==> config.mk <==
export PLATFORM = sky130hd
export DESIGN_NAME = sys_ctrl
export DESIGN_NICKNAME = d
export VERILOG_FILES = /design/src/rtl/sys_ctrl_pkg.sv /design/src/rtl/btn_debounce.sv /design/src/rtl/sys_ctrl.sv
export SDC_FILE = /design/constraint.sdc
export NUM_CORES = 1
export LEC_CHECK = 0
export BUFFER_PORTS_ARGS = -buffer_cell sky130_fd_sc_hd__buf_2
export CORE_MARGIN = 3
export CORE_UTILIZATION = 43
export CTS_CLUSTER_SIZE = 14
export DETAILED_ROUTE_END_ITERATION = 10
export SKIP_CTS_REPAIR_TIMING = 1
export SLEW_MARGIN = 20
export SYNTH_ARGS = -nofsm -noshare
export SYNTH_HDL_FRONTEND = slang
export SYNTH_SLANG_ARGS = --single-unit
==> constraint.sdc <==
create_clock -name clk -period 1.9 [get_ports clk]
set_input_delay 0 -clock clk [delete_from_list [all_inputs] [get_ports clk]]
set_output_delay 0 -clock clk [all_outputs]
set_load 0.02 [all_outputs]
==> src/rtl/sys_ctrl_pkg.sv <==
// sys_ctrl_pkg: shared types and helpers for the system-control block.
//   rst_state_e  - core reset sequencer states
//   run_state_e  - run/halt/step controller states
//   cnt_width()  - counter width able to hold 0..n-1 (minimum 1 bit)
package sys_ctrl_pkg;

    typedef enum logic [1:0] {
        RstWait,
        RstPulse,
        RstHold,
        RstRun
    } rst_state_e;

    typedef enum logic [1:0] {
        RunRun,
        RunHalt,
        RunStep
    } run_state_e;

    function automatic int unsigned cnt_width(input int unsigned n);
        return (n <= 2) ? 1 : $clog2(n);
    endfunction

endpackage

==> src/rtl/btn_debounce.sv <==
// btn_debounce: one button channel -- 2-flop synchroniser, stability counter,
// debounced level and single-cycle edge pulses.
//   clk      in   system clock
//   rst_n    in   asynchronous active-low reset
//   btn_raw  in   raw asynchronous button
//   level    out  debounced level
//   rise     out  1-cycle pulse on debounced 0->1
//   fall     out  1-cycle pulse on debounced 1->0
module btn_debounce
    import sys_ctrl_pkg::*;
#(
    parameter int unsigned STABLE_CYCLES = 65535
) (
    input  logic clk,
    input  logic rst_n,
    input  logic btn_raw,
    output logic level,
    output logic rise,
    output logic fall
);

    localparam int unsigned    CntW    = cnt_width(STABLE_CYCLES);
    localparam logic [CntW-1:0] CntLast = CntW'(STABLE_CYCLES - 1);

    logic [1:0]      sync_q;
    logic [CntW-1:0] cnt_q, cnt_d;
    logic            level_q, level_d;
    logic            rise_q, rise_d;
    logic            fall_q, fall_d;
    logic            sync_val;

    assign sync_val = sync_q[1];

    always_comb begin
        cnt_d   = cnt_q;
        level_d = level_q;
        rise_d  = 1'b0;
        fall_d  = 1'b0;
        if (sync_val == level_q) begin
            // Any return to the current level restarts the stability count.
            cnt_d = '0;
        end else if (cnt_q == CntLast) begin
            level_d = sync_val;
            cnt_d   = '0;
            rise_d  = sync_val;
            fall_d  = ~sync_val;
        end else begin
            cnt_d = cnt_q + 1'b1;
        end
    end

    always_ff @(posedge clk or negedge rst_n) begin
        if (!rst_n) begin
            sync_q  <= '0;
            cnt_q   <= '0;
            level_q <= 1'b0;
            rise_q  <= 1'b0;
            fall_q  <= 1'b0;
        end else begin
            sync_q  <= {sync_q[0], btn_raw};
            cnt_q   <= cnt_d;
            level_q <= level_d;
            rise_q  <= rise_d;
            fall_q  <= fall_d;
        end
    end

    assign level = level_q;
    assign rise  = rise_q;
    assign fall  = fall_q;

endmodule

==> src/rtl/sys_ctrl.sv <==
// sys_ctrl: board-level system control -- per-button debounce, power-on and
// button-driven core reset sequencing, and run/halt/single-step control.
//   clk          in   system clock
//   rst_n        in   asynchronous active-low reset
//   btn          in   raw buttons, active high
//   btn_level    out  debounced levels
//   btn_press    out  1-cycle pulses on debounced 0->1
//   btn_release  out  1-cycle pulses on debounced 1->0
//   sys_rst      out  core reset, active high
//   core_ce      out  core clock enable
//   halted       out  run controller not in RUN
//   step_busy    out  single step in progress
module sys_ctrl
    import sys_ctrl_pkg::*;
#(
    parameter int unsigned N_BTN         = 2,
    parameter int unsigned STABLE_CYCLES = 65535,
    parameter int unsigned POR_DELAY     = 3840,
    parameter int unsigned POR_PULSE     = 255,
    parameter int unsigned RST_BTN       = 0,
    parameter int unsigned HALT_BTN      = 1,
    parameter int unsigned STEP_BTN      = 1,
    parameter int unsigned STEP_LEN      = 4
) (
    input  logic             clk,
    input  logic             rst_n,
    input  logic [N_BTN-1:0] btn,
    output logic [N_BTN-1:0] btn_level,
    output logic [N_BTN-1:0] btn_press,
    output logic [N_BTN-1:0] btn_release,
    output logic             sys_rst,
    output logic             core_ce,
    output logic             halted,
    output logic             step_busy
);

    // ------------------------------------------------------------------
    // Button channels
    // ------------------------------------------------------------------
    for (genvar i = 0; i < N_BTN; i++) begin : g_btn
        btn_debounce #(
            .STABLE_CYCLES(STABLE_CYCLES)
        ) u_debounce (
            .clk    (clk),
            .rst_n  (rst_n),
            .btn_raw(btn[i]),
            .level  (btn_level[i]),
            .rise   (btn_press[i]),
            .fall   (btn_release[i])
        );
    end

    // ------------------------------------------------------------------
    // Core reset sequencer
    // ------------------------------------------------------------------
    localparam int unsigned PorMax   = (POR_DELAY > POR_PULSE) ? POR_DELAY : POR_PULSE;
    localparam int unsigned RcW      = cnt_width(PorMax);
    localparam int unsigned WaitLastI  = (POR_DELAY > 0) ? POR_DELAY - 1 : 0;
    localparam int unsigned PulseLastI = (POR_PULSE > 0) ? POR_PULSE - 1 : 0;
    localparam logic [RcW-1:0] WaitLast  = RcW'(WaitLastI);
    localparam logic [RcW-1:0] PulseLast = RcW'(PulseLastI);

    rst_state_e     rst_state_q, rst_state_d;
    logic [RcW-1:0] rst_cnt_q, rst_cnt_d;
    logic           rst_btn;

    assign rst_btn = btn_level[RST_BTN];

    always_comb begin
        rst_state_d = rst_state_q;
        rst_cnt_d   = rst_cnt_q;
        if (rst_btn) begin
            rst_state_d = RstHold;
        end else begin
            unique case (rst_state_q)
                RstWait: begin
                    if (rst_cnt_q == WaitLast) rst_state_d = RstPulse;
                    else                       rst_cnt_d   = rst_cnt_q + 1'b1;
                end
                RstPulse: begin
                    if (rst_cnt_q == PulseLast) rst_state_d = RstRun;
                    else                        rst_cnt_d   = rst_cnt_q + 1'b1;
                end
                RstHold: rst_state_d = RstPulse;
                RstRun:  rst_state_d = RstRun;
            endcase
        end
        // Every state entry starts its count from zero.
        if (rst_state_d != rst_state_q) rst_cnt_d = '0;
    end

    always_ff @(posedge clk or negedge rst_n) begin
        if (!rst_n) begin
            rst_state_q <= RstWait;
            rst_cnt_q   <= '0;
        end else begin
            rst_state_q <= rst_state_d;
            rst_cnt_q   <= rst_cnt_d;
        end
    end

    assign sys_rst = (rst_state_q == RstPulse) || (rst_state_q == RstHold);

    // ------------------------------------------------------------------
    // Run / halt / step controller
    // ------------------------------------------------------------------
    localparam bit          StepEn    = (STEP_LEN > 0);
    localparam int unsigned ScW       = cnt_width(STEP_LEN);
    localparam int unsigned StepLastI = (STEP_LEN > 0) ? STEP_LEN - 1 : 0;
    localparam logic [ScW-1:0] StepLast = ScW'(StepLastI);

    run_state_e     run_state_q, run_state_d;
    logic [ScW-1:0] step_cnt_q, step_cnt_d;
    logic           halt_press, step_press;

    assign halt_press = btn_press[HALT_BTN];
    assign step_press = btn_press[STEP_BTN] && StepEn;

    always_comb begin
        run_state_d = run_state_q;
        step_cnt_d  = step_cnt_q;
        case (run_state_q)
            RunRun: begin
                if (halt_press) run_state_d = RunHalt;
            end
            RunHalt: begin
                // Halt wins over a simultaneous step press.
                if (halt_press)      run_state_d = RunRun;
                else if (step_press) run_state_d = RunStep;
            end
            RunStep: begin
                if (halt_press)                  run_state_d = RunRun;
                else if (step_cnt_q == StepLast) run_state_d = RunHalt;
                else                             step_cnt_d  = step_cnt_q + 1'b1;
            end
            default: run_state_d = RunRun;
        endcase
        if (run_state_d != run_state_q) step_cnt_d = '0;
    end

    always_ff @(posedge clk or negedge rst_n) begin
        if (!rst_n) begin
            run_state_q <= RunRun;
            step_cnt_q  <= '0;
        end else begin
            run_state_q <= run_state_d;
            step_cnt_q  <= step_cnt_d;
        end
    end

    // Reset forces the enable on so the core actually sees the reset edges.
    assign core_ce   = sys_rst || (run_state_q != RunHalt);
    assign halted    = (run_state_q != RunRun);
    assign step_busy = (run_state_q == RunStep);

endmodule

# Word-level counts from Yosys, hierarchy flattened
# Index checks and enable logic that the tools add are counted.
[classes]
n_reduce_logical = 11
bitwise_logic = 4
n_addsub = 4
n_eq_ne = 20
n_mux = 30
[ops]
columns = ["op", "n"]
rows = [
  ["$mux W16", 4],
  ["$mux W12", 4],
  ["$add A16 B1 Y16 const B", 2],
  ["$eq A16 B16 Y1 const B", 2],
  ["$pmux W12 S2", 1],
  ["$mux W2", 11],
  ["$add A12 B1 Y12 const B", 1],
  ["$eq A12 B12 Y1 const B", 1],
  ["$eq A12 B8 Y1 const B", 1],
  ["$eq A2 B2 Y1 const B", 4],
  ["$mux W1", 8],
  ["$pmux W2 S4", 1],
  ["$ne A3 B3 Y1 const B", 2],
  ["$pmux W2 S3", 1],
  ["$eq A2 B1 Y1 const B", 2],
  ["$logic_not A2 Y1", 2],
  ["$ne A2 B1 Y1 const B", 2],
  ["$ne A2 B2 Y1", 2],
  ["$ne A2 B2 Y1 const B", 2],
  ["$not A1 Y1", 4],
  ["$reduce_and A2 Y1", 2],
  ["$reduce_and A4 Y1", 1],
  ["$reduce_bool A2 Y1", 2],
  ["$reduce_and A3 Y1", 1],
  ["other kinds (4)", 6],
]
[word_totals]
reg_bits = 60
inputBits = 4
word_cells = 83
output_inout_bits = 10

# Logic depth before layout (Yosys ltp)
# Gate-level depths: netlist of the first run.
[logic_depth]
word_depth = 7
ltp_mapped = 8
ltp_nobuf = 7

# By module
# A second synthesis of the first run with hierarchy kept.
[unflattened]
hier_cells = 286
hier_area_um2 = 3021.6
[modules_own_cells]
columns = ["mod", "area_per_inst_um2", "seq_area_each_um2", "n_inst", "cells_per_inst"]
rows = [
  ["btn_debounce", 953.4, 525.5, 2, 86],
  ["sys_ctrl", 1114.8, 450.4, 1, 114],
]

# Worst setup path after synthesis of the first run
# No wires, ideal clock.
[synth_timing]
path_type = "register to register"
start = "register rst_cnt_q[0]"
end = "register rst_cnt_q[6]"
period_less_slack_ns = 1.753
path_buffers = 1
stages_incl_launch_ff = 9
setup_ns = 0.096
arrival_ns = 1.658
required_ns = 1.804
path_slack_ns = 0.147
cell_sequence = "dfrtp_1 -> inv_1 -> ha_1 -> nor4b_2 -> and4_4 -> a32o_1 -> a21o_1 -> buf_6 -> a311oi_2"
[synth_between]
elab_chain_cells = 7
word_cells_on_any_way = 18
classes_between = "add/sub (1); eq/ne (6); mux (9); reduce/logical (2)"
[synth_lines]
columns = ["item", "line_no", "rtl"]
rows = [
  ["start: declaration", "sys_ctrl.sv:64", "logic [RcW-1:0] rst_cnt_q, rst_cnt_d;"],
  ["start signal: assignment", "sys_ctrl.sv:98", "rst_cnt_q <= rst_cnt_d;"],
  ["$eq A12 B8 Y1 / $eq A12 B12 Y1 (equally long branches)", "sys_ctrl.sv:81, sys_ctrl.sv:77", ""],
  ["$mux W2 (on tied branches)", "sys_ctrl.sv:81, sys_ctrl.sv:77", ""],
  ["$pmux W2 S4", "sys_ctrl.sv:75", "unique case (rst_state_q)"],
  ["$mux W2", "sys_ctrl.sv:72", "if (rst_btn) begin"],
  ["$ne A2 B2 Y1", "sys_ctrl.sv:89", "if (rst_state_d != rst_state_q) rst_cnt_d = '0;"],
  ["$ne A3 B3 Y1 (no line) (tied with other cells)", "-", ""],
  ["$reduce_and A4 Y1 (no line)", "-", ""],
]
# Several ways; a longest one is shown, not always the timed one. The select of a mux whose other input is x is not followed.
# A chain may end at the register's enable or synchronous reset.

# Worst setup path in the final report of the first run
[layout_timing]
start = "register rst_cnt_q[0]"
end = "register rst_cnt_q[3]"
# Same word-level chain as after synthesis.

==> results of run 1 <==
## critical path, delay by kind of cell, from the launching register on
| family | cells | cell delay, ns |
|---|---|---|
| buffers and inverters | 2 | 0.21 |
| AND/OR/NAND/NOR | 2 | 0.56 |
| adder cells (fa/ha/maj) | 1 | 0.17 |
| flip-flops | 1 | 0.38 |
| AO/OA/AOI/OAI | 3 | 0.41 |
## power by group through the flow
stage | clock network [uW] | registers, uW | logic (uW)
6_report | 1410 | 1310 | 74.4
5_1_grt | 1510 | 1310 | 87.3
4_1_cts | 1450 | 1310 | 73.0
3_5_place_dp | 0 | 1330 | 72.7
3_3_place_gp | 0 | 1330 | 72.7
2_1_floorplan | 0 | 1330 | 29.2
## stage by stage
| step | instances | setup TNS, ns | hold slack, ns | setup slack [ns] | area [sq um] |
|---|---|---|---|---|---|
| floorplan | 287 | 0 | -0.296 | 0.147 | 2940 |
| global placement | 379 | -0.0160 | 0.0310 | -0.0160 | 3140 |
| detailed placement | 379 | -0.248 | 0.0306 | -0.0874 | 3140 |
| CTS | 395 | -0.302 | -0.336 | -0.101 | 3380 |
| global route | 398 | -0.124 | 0.221 | -0.0341 | 3460 |
| finish | 398 | 0 | 0.190 | 0.0349 | 3460 |
## per-layer routing
| layer | up-vias | GRT usage |
|---|---|---|
| li1 | 1041 | - |
| met1 | 973 | 0.179 |
| met2 | 36 | 0.239 |
| met3 | 8 | 0.0633 |
| met4 | 0 | 0.0453 |
| met5 | - | 0 |
## sequential cells by signal, indices dropped and copies added, names as in the netlist
name and count:
rst_state_q 2, g_btn.u_debounce.level 2, run_state_q 2, g_btn.u_debounce.rise 2
g_btn.u_debounce.fall 2, step_cnt_q 2, g_btn.u_debounce.cnt_q 32, rst_cnt_q 12
g_btn.u_debounce.sync_q 4
## synthesized netlist by cell type (2+ instances only)
cell and n:
xnor2_1 14, buf_4 7, o21ai_0 2, and4_1 2, nor3_1 5, nand3_1 19
a31oi_1 4, nor3b_1 5, buf_2 3, and2_1 3, nand2_1 11, or2_2 2
or3_1 2, xor2_1 23, nand4_1 12, o21bai_1 2, mux2_2 3, dfrtp_1 60
nor2_1 52, ha_1 10, and3_1 6, a21o_1 2, a21oi_1 9, nor2b_1 3
inv_1 10
## final cells by class
class / count / share of cell area
flip-flops and latches: 60 / 0.434
multi-input cells: 206 / 0.396
repair buffers: 29 / 0.0593
clock buffers: 10 / 0.0398
clock inverters: 6 / 0.0322
well taps: 77 / 0.0278
inverters: 10 / 0.0108
## path summary, 6_finish.rpt
kind	from	to	slack, ns	depth (start not counted)
setup / recovery	rst_cnt_q[0]	rst_cnt_q[3]	0.03	8
hold / removal	rst_n	step_cnt_q[1]	0.19	3
setup reg to reg	rst_cnt_q[0]	rst_cnt_q[3]	0.03	8
hold reg to reg	g_btn[0].u_debounce.sync_q[0]	g_btn[0].u_debounce.sync_q[1]	0.36	0
max in group asynchronous	rst_n	g_btn[0].u_debounce.fall	1.44	3
min in group clk	btn[1]	g_btn[1].u_debounce.sync_q[0]	0.31	2
## logic make-up (layout without fill, tap and decap cells)
logic type	count (synthesis)	count (layout)	share of synthesized area
mux	4	4	0.0149
fa+ha+maj	10	10	0.0425
xor+xnor	37	37	0.110
compound gates	28	28	0.0667
simple gates	127	127	0.216
buf+inv	21	55	0.0395
flops	60	60	0.510
==> results.yml, run 1 <==
timing:
  fin_crit_ns: 1.87
  fmax_mhz: 536
  finalClockSkew_ns: 0.00736
  slew_viol_final: 0
  hold_viol: 0
  setup_violations: 0
  slew_headroom: 0.722
  tightestPinTransition_ns: 0.414
  period_share: 0.982
die:
  die_area_sq_um: 7870
  dieHeight_um: 88.7
  die_w_um: 88.7
  start_util: 0.453
  ios: 14
  rows: 29
  coreArea_sq_um: 6490
power_and_ir_drop:
  finalPower_uw: 2790
  p_switching_uw: 565
  clock_power_share: 0.505
  powerDensity_nw_per_um2: 806
  p_comb_frac: 0.027
  p_int_uw: 2230
  seqPwrFrac: 0.469
  ir_drop_uv: 600
  swShare: 0.202
  static-leakage-power_uw: 0.00160
final_layout:
  fin_util: 0.533
  antenna_cells: 0
  layout_common_cells: "dfrtp_1, nor2_1, xor2_1"
  multi_input_comb_area_sq_um: 1370
  layout_commonest_cell: "dfrtp_1"
  drive_gt1_frac: 0.190
  fillers: 564
  syn2layout_area_growth_pct: 17.6
  seqCellArea_sq_um: 1500
  nNetsFinal: 330
route:
  drt_iter0_drc: 87
  vias: 2058
  routed.top_layer: "met4"
  via_per_inst: 5.17
  m1WireLength_um: 2410
  routedWlPerCell_um: 12.9
  postRouteAntennaNets: 0
  finalWirelength_um: 5140
  first_pass_iters: 4
  wl_met3_um: 242
  met2RoutedLength_um: 2400
  route.detailed.drc: 0
yosys:
  synth.distinct_cells: 41
  synth_top_cell_by_area: "dfrtp_1"
  ys_seq_area_frac: 0.510
  synth_nets: 301
  synth_area_per_cell_sq_um: 10.3
  synth_top_area_share: 0.510
  synthTopCellsByArea: "dfrtp_1, xor2_1, nor2_1"
  synth.cell_area_sq_um: 2940
  syn_inst: 287
  ys_seq_elements: 60
  synth_edf_count: 0
  synthFlopType: "dfrtp_1"
  async_flop_share: 1.00
  yosys_warnings: 0
setup_path:
  worstSetupPathType: "register to register"
  critPathMaxFanout: 10
  endpoint_kind: "register"
  start_kind: "register"
  worstPathRequired_ns: 2.10
  crit_chain: "inv_1, ha_1, nor4b_4, and4_4, a32o_1, a21o_4, buf_4, a21oi_1"
  slowest_delay_ns: 0.38
  slowest_stage: "dfrtp_1"
  crit_arrival_ns: 2.07
global_routing:
  grt_pass1_vias: 2023
  track_usage: 0.148
  grt_antenna_before_repair: 0
  grt_pass1_wl_um: 8940
  grt_max_degree: 61
  grt_remaining_overflow: 0
clock_network:
  clock_path_buffers: 2
  cts_buffers: 9
  cts.sinks: 60
  path_clk_slew_ns: 0.07
  clock_latency_ns: 0.33
  root_buffer: "clkbuf_8"
  cts_max_level: 3
  cts_tree: "yes"
flow_run:
  max_cap_violations: 0
placement:
  portBuffers: 13
  globalplace.congestion: 0.805
  hpwl_um: 3360
worst_hold_path:
  hp-class: "primary input to asynchronous set/reset pin"
run_status:
  status: "finished, final reports clean"
Power figures use the tool's default switching activity.
==> run 2: changes to the inputs <==
GPL_TIMING_DRIVEN = 1   (was default)
REMOVE_ABC_BUFFERS = 1   (was default)
SLEW_MARGIN = 15   (was 20)
==> run 2 against run 1 <==
  * Maximum frequency rose by 2.8%
  * Register-to-register slack improved by 0.05 ns
  * Worst hold slack got worse by 0.083 ns
  * Highest routed layer unchanged
  * Non-clock buffer count fell by 2
  * Global-route usage rose by 0.40 points
  * Utilization fell by 0.91 points
  * Flip-flop and latch count did not move
  * Sequential power barely moved
  * Wire length rose by 1.6%
==> results.yml, run 2 (synthesis gave the netlist of run 1 again) <==
worst_hold_path:
  hp-class: "primary input to asynchronous set/reset pin"
timing:
  period_share: 0.955
  fmax_mhz: 551
  fin_crit_ns: 1.81
  tightestPinTransition_ns: 0.402
  setup_violations: 0
  finalClockSkew_ns: 0.00878
  slew_viol_final: 0
  slew_headroom: 0.730
  hold_viol: 0
  rsz0062_at_grt: "no"
die:
  dieHeight_um: 88.7
  coreArea_sq_um: 6490
  rows: 29
  start_util: 0.453
  ios: 14
  die_w_um: 88.7
  die_area_sq_um: 7870
final_layout:
  largestRegisters: "g_btn.u_debounce.cnt_q (32), rst_cnt_q (12), g_btn.u_debounce.sync_q (4)"
  largest_reg_flops: 32
  multi_input_comb_area_sq_um: 1370
  antenna_cells: 0
  layout_commonest_cell: "dfrtp_1"
  nNetsFinal: 328
  layout_common_cells: "dfrtp_1, nor2_1, xor2_1"
  seqCellArea_sq_um: 1500
  fillers: 597
  syn2layout_area_growth_pct: 15.6
  drive_gt1_frac: 0.182
  largest-register: "g_btn.u_debounce.cnt_q"
  fin_util: 0.524
  finalNonFillerCells: 395
route:
  finalWirelength_um: 5220
  first_pass_iters: 4
  route.detailed.drc: 0
  drt_iter0_drc: 98
  routedWlPerCell_um: 13.2
  via_per_inst: 5.22
  postRouteAntennaNets: 0
  vias: 2061
clock_network:
  path_clk_slew_ns: 0.07
  cts_tree: "yes"
  cts.sinks: 60
  clock_latency_ns: 0.33
  clock_path_buffers: 2
  cts_buffers: 9
  cts_max_level: 3
  root_buffer: "clkbuf_8"
setup_path:
  worstRegToRegCells: 8
  path_delay_family: "compound AO/OA/AOI/OAI gates"
  endpoint_kind: "register"
  r2r_start: "rst_cnt_q[0]"
  crit_buf_inv: 2
  worst-path-stages: 8
  worstPathRequired_ns: 2.15
  slowest_delay_ns: 0.39
  worstSetupPathType: "register to register"
  slowest_stage: "dfrtp_1"
  crit_arrival_ns: 2.07
  critPathMaxFanout: 7
  crit_start: "rst_cnt_q[0]"
  crit_chain: "inv_2, ha_1, nor4b_4, and4_4, a32o_1, a21o_4, buf_4, a21oi_1"
  start_kind: "register"
global_routing:
  grt_remaining_overflow: 0
  grt_antenna_before_repair: 0
  track_usage: 0.152
  met1_usage: 0.205
  grt_pass1_wl_um: 9200
  grt_pass1_vias: 2009
  grt.busiest_layer: "met2"
  met3_usage: 0.0447
  grt_util_met2: 0.225
  grt_max_degree: 27
flow_run:
  max_cap_violations: 0
power_and_ir_drop:
  finalPower_uw: 2660
  powerDensity_nw_per_um2: 782
  ir_drop_uv: 394
  static-leakage-power_uw: 0.00158
placement:
  globalplace.congestion: 0.775
  dp.cells: 377
  portBuffers: 13
  hpwl_um: 3510
run_status:
  status: "finished, final reports clean"
run 2: cell count changes in the layout (fill, tap and decap cells not counted), sizes merged:
cell    delta
bufinv     -1
clkinv     -1
clkbuf     +1
buf        -2
run 2: final cells by class:
| cell class | instances | area share |
|---|---|---|
| multi-input cells | 206 | 0.401 |
| well taps | 77 | 0.0283 |
| clock buffers | 11 | 0.0445 |
| clock inverters | 4 | 0.0213 |
| repair buffers | 27 | 0.0522 |
| inverters | 10 | 0.0110 |
| flip-flops and latches | 60 | 0.441 |
run 2: metrics by stage:
step / worst slack, ns / area [sq um] / setup TNS, ns / hold slack (ns)
after floorplan: 0.105 / 2860 / 0 / -0.296
after global placement: 0.0417 / 3110 / 0 / -0.0611
after detailed placement: -0.0203 / 3110 / -0.0655 / -0.0612
after CTS: -0.0449 / 3330 / -0.220 / -0.434
after global routing: 0.0115 / 3400 / 0 / 0.139
final: 0.0863 / 3400 / 0 / 0.107
run 2: per-layer routing:
metal  share of wire  wire length [um]
met5               0                 0
met4           0.017                87
met3           0.039               206
met2            0.44              2320
met1            0.50              2600
run 2: report_power, final:
part           switching, uW  internal, uW  total, uW
Sequential              16.0          1290       1310
Combinational           47.7          24.2       71.9
Clock                    483           800       1280
run 2: path summary, 6_finish.rpt:
path                                                  to  slack, ns
max in group asynchronous   g_btn[0].u_debounce.cnt_q[7]       1.12
min                                       run_state_q[1]       0.11
max reg2reg                                 rst_cnt_q[5]       0.09
min reg2reg                g_btn[1].u_debounce.sync_q[1]       0.37
min in group clk           g_btn[0].u_debounce.sync_q[0]       0.31
max                                         rst_cnt_q[5]       0.09
==> run 3: changes to the inputs <==
BUFFER_PORTS_ARGS = default   (was -buffer_cell sky130_fd_sc_hd__buf_2)
DONT_BUFFER_PORTS = 1   (was default)
SLEW_MARGIN = default   (was 15)
==> run 3 against run 2 <==
  * Global-route usage fell by 0.91 points
  * Sequential power barely moved
  * Critical endpoint is now rst_cnt_q[6]
  * Final area fell by 1.2%
  * Worst hold slack improved by 0.090 ns
  * Total power fell by 8.6%
  * Clock power fell by 18%
  * Flip-flop and latch count did not move
==> results.yml, run 3 (synthesis gave the netlist of run 1 again) <==
timing:
  hold_viol: 0
  slew_viol_final: 0
  fin_hold_ws_ns: 0.197
  tightestPinTransition_ns: 0.431
  rsz0062_at_grt: "yes"
  fin_ws_ns: 0.102
  finalClockSkew_ns: 0.0112
  slew_headroom: 0.711
  period_share: 0.946
  fmax_mhz: 556
  fin_crit_ns: 1.80
  setup_violations: 0
final_layout:
  fin_util: 0.518
  drive_gt1_frac: 0.153
  largest_reg_flops: 32
  fillers: 599
  multi_input_comb_area_sq_um: 1340
  nNetsFinal: 322
  seqCellArea_sq_um: 1500
  finalNonFillerCells: 390
  largest-register: "g_btn.u_debounce.cnt_q"
  final_area_sq_um: 3360
  layout_common_cells: "dfrtp_1, nor2_1, xor2_1"
  largestRegisters: "g_btn.u_debounce.cnt_q (32), rst_cnt_q (12), g_btn.u_debounce.sync_q (4)"
  antenna_cells: 0
  syn2layout_area_growth_pct: 14.3
  layout_commonest_cell: "dfrtp_1"
global_routing:
  grt_pass1_vias: 1871
  grt_max_degree: 61
  grt_remaining_overflow: 0
  grt_pass1_wl_um: 8660
  grt_antenna_before_repair: 0
  track_usage: 0.143
setup_path:
  timing.rr.end: "rst_cnt_q[6]"
  worstPathRequired_ns: 2.14
  start_kind: "register"
  crit_arrival_ns: 2.04
  r2r_start: "rst_state_q[1]"
  critPathMaxFanout: 6
  endpoint_kind: "register"
  ff2ff_setup_slack_ns: 0.10
  crit_chain: "inv_1, ha_1, and4_4, a32o_1, a21o_1, buf_12, a311oi_2"
  endpoint: "rst_cnt_q[6]"
  slowest_delay_ns: 0.35
  crit_start: "rst_state_q[1]"
  slowest_stage: "dfrtp_1"
  crit_buf_inv: 2
  worstSetupPathType: "register to register"
  worstRegToRegCells: 7
  path_delay_family: "compound AO/OA/AOI/OAI gates"
  worst-path-stages: 7
route:
  first_pass_iters: 4
  drt_iter0_drc: 128
  route.detailed.drc: 0
  postRouteAntennaNets: 0
  via_per_inst: 5.13
  routedWlPerCell_um: 13.0
  finalWirelength_um: 5090
  vias: 2001
flow_run:
  max_cap_violations: 0
placement:
  place_ws_ns: 0.0429
  hpwl_um: 3430
  globalplace.congestion: 0.819
  portBuffers: 0
  dpl-instance-area_sq_um: 3090
  dp.cells: 369
power_and_ir_drop:
  swShare: 0.224
  powerDensity_nw_per_um2: 724
  p_switching_uw: 545
  static-leakage-power_uw: 0.00154
  ir_drop_uv: 291
  seqPwrFrac: 0.537
  p_int_uw: 1890
  clock_power_share: 0.433
  p_comb_frac: 0.030
die:
  start_util: 0.453
  die_w_um: 88.7
  die_area_sq_um: 7870
  ios: 14
  coreArea_sq_um: 6490
  rows: 29
  dieHeight_um: 88.7
worst_hold_path:
  hp-class: "primary input to asynchronous set/reset pin"
clock_network:
  cts_tree: "yes"
  path_clk_slew_ns: 0.07
  cts_max_level: 3
  cts_buffers: 9
  clock_latency_ns: 0.33
  cts.sinks: 60
  root_buffer: "clkbuf_8"
  clock_path_buffers: 2
run_status:
  status: "finished, final reports clean"
## run 3: cell count changes in the layout (fill, tap and decap cells not counted), moves of 2 or more
cell,before,now
buf_2,13,0
bufinv_16,2,0
buf_4,11,15
clkinv_2,1,3
## run 3: power groups by stage
stage               Sequential [uW]  Combinational [uW]  Clock (uW)
detailed placement             1330                37.7           0
CTS                            1310                38.0        1100
global placement               1330                37.3           0
global route                   1310                85.0        1170
finish                         1310                72.3        1050
floorplan                      1330                26.8           0
## run 3: worst min path at each step
stage / start / cells after the start / endpoint / slack [ns]
after floorplan: rst_n / 0 / g_btn[0].u_debounce.cnt_q[0] / -0.30
after global placement: rst_n / 0 / run_state_q[1] / -0.29
after detailed placement: rst_n / 0 / run_state_q[1] / -0.29
after CTS: rst_n / 0 / run_state_q[1] / -0.66
after global routing: rst_n / 2 / run_state_q[1] / 0.21
final: rst_n / 2 / run_state_q[1] / 0.20
## run 3: per-layer routing
layer  vias to the layer above  global-route usage  part of all wire  routed length [um]
li1                       1019                   -                 -                   -
met1                       947               0.203              0.52                2630
met2                        26               0.200              0.43                2180
met3                         9              0.0391             0.035                 180
met4                         0              0.0701             0.018                  94
met5                         -                   0                 0                   0
## run 3: final cells by class
| cell class | count | area share |
|---|---|---|
| flip-flops and latches | 60 | 0.446 |
| multi-input cells | 206 | 0.398 |
| repair buffers | 21 | 0.0599 |
| clock buffers | 12 | 0.0491 |
| well taps | 77 | 0.0286 |
| inverters | 10 | 0.0112 |
| clock inverters | 4 | 0.00670 |
## run 3: metrics by stage
stage	TNS [ns]	total power, uW
after floorplan	0	1360
after global placement	0	1370
after detailed placement	0	1370
after CTS	0	2450
after global routing	-0.0538	2570
final	0	2430
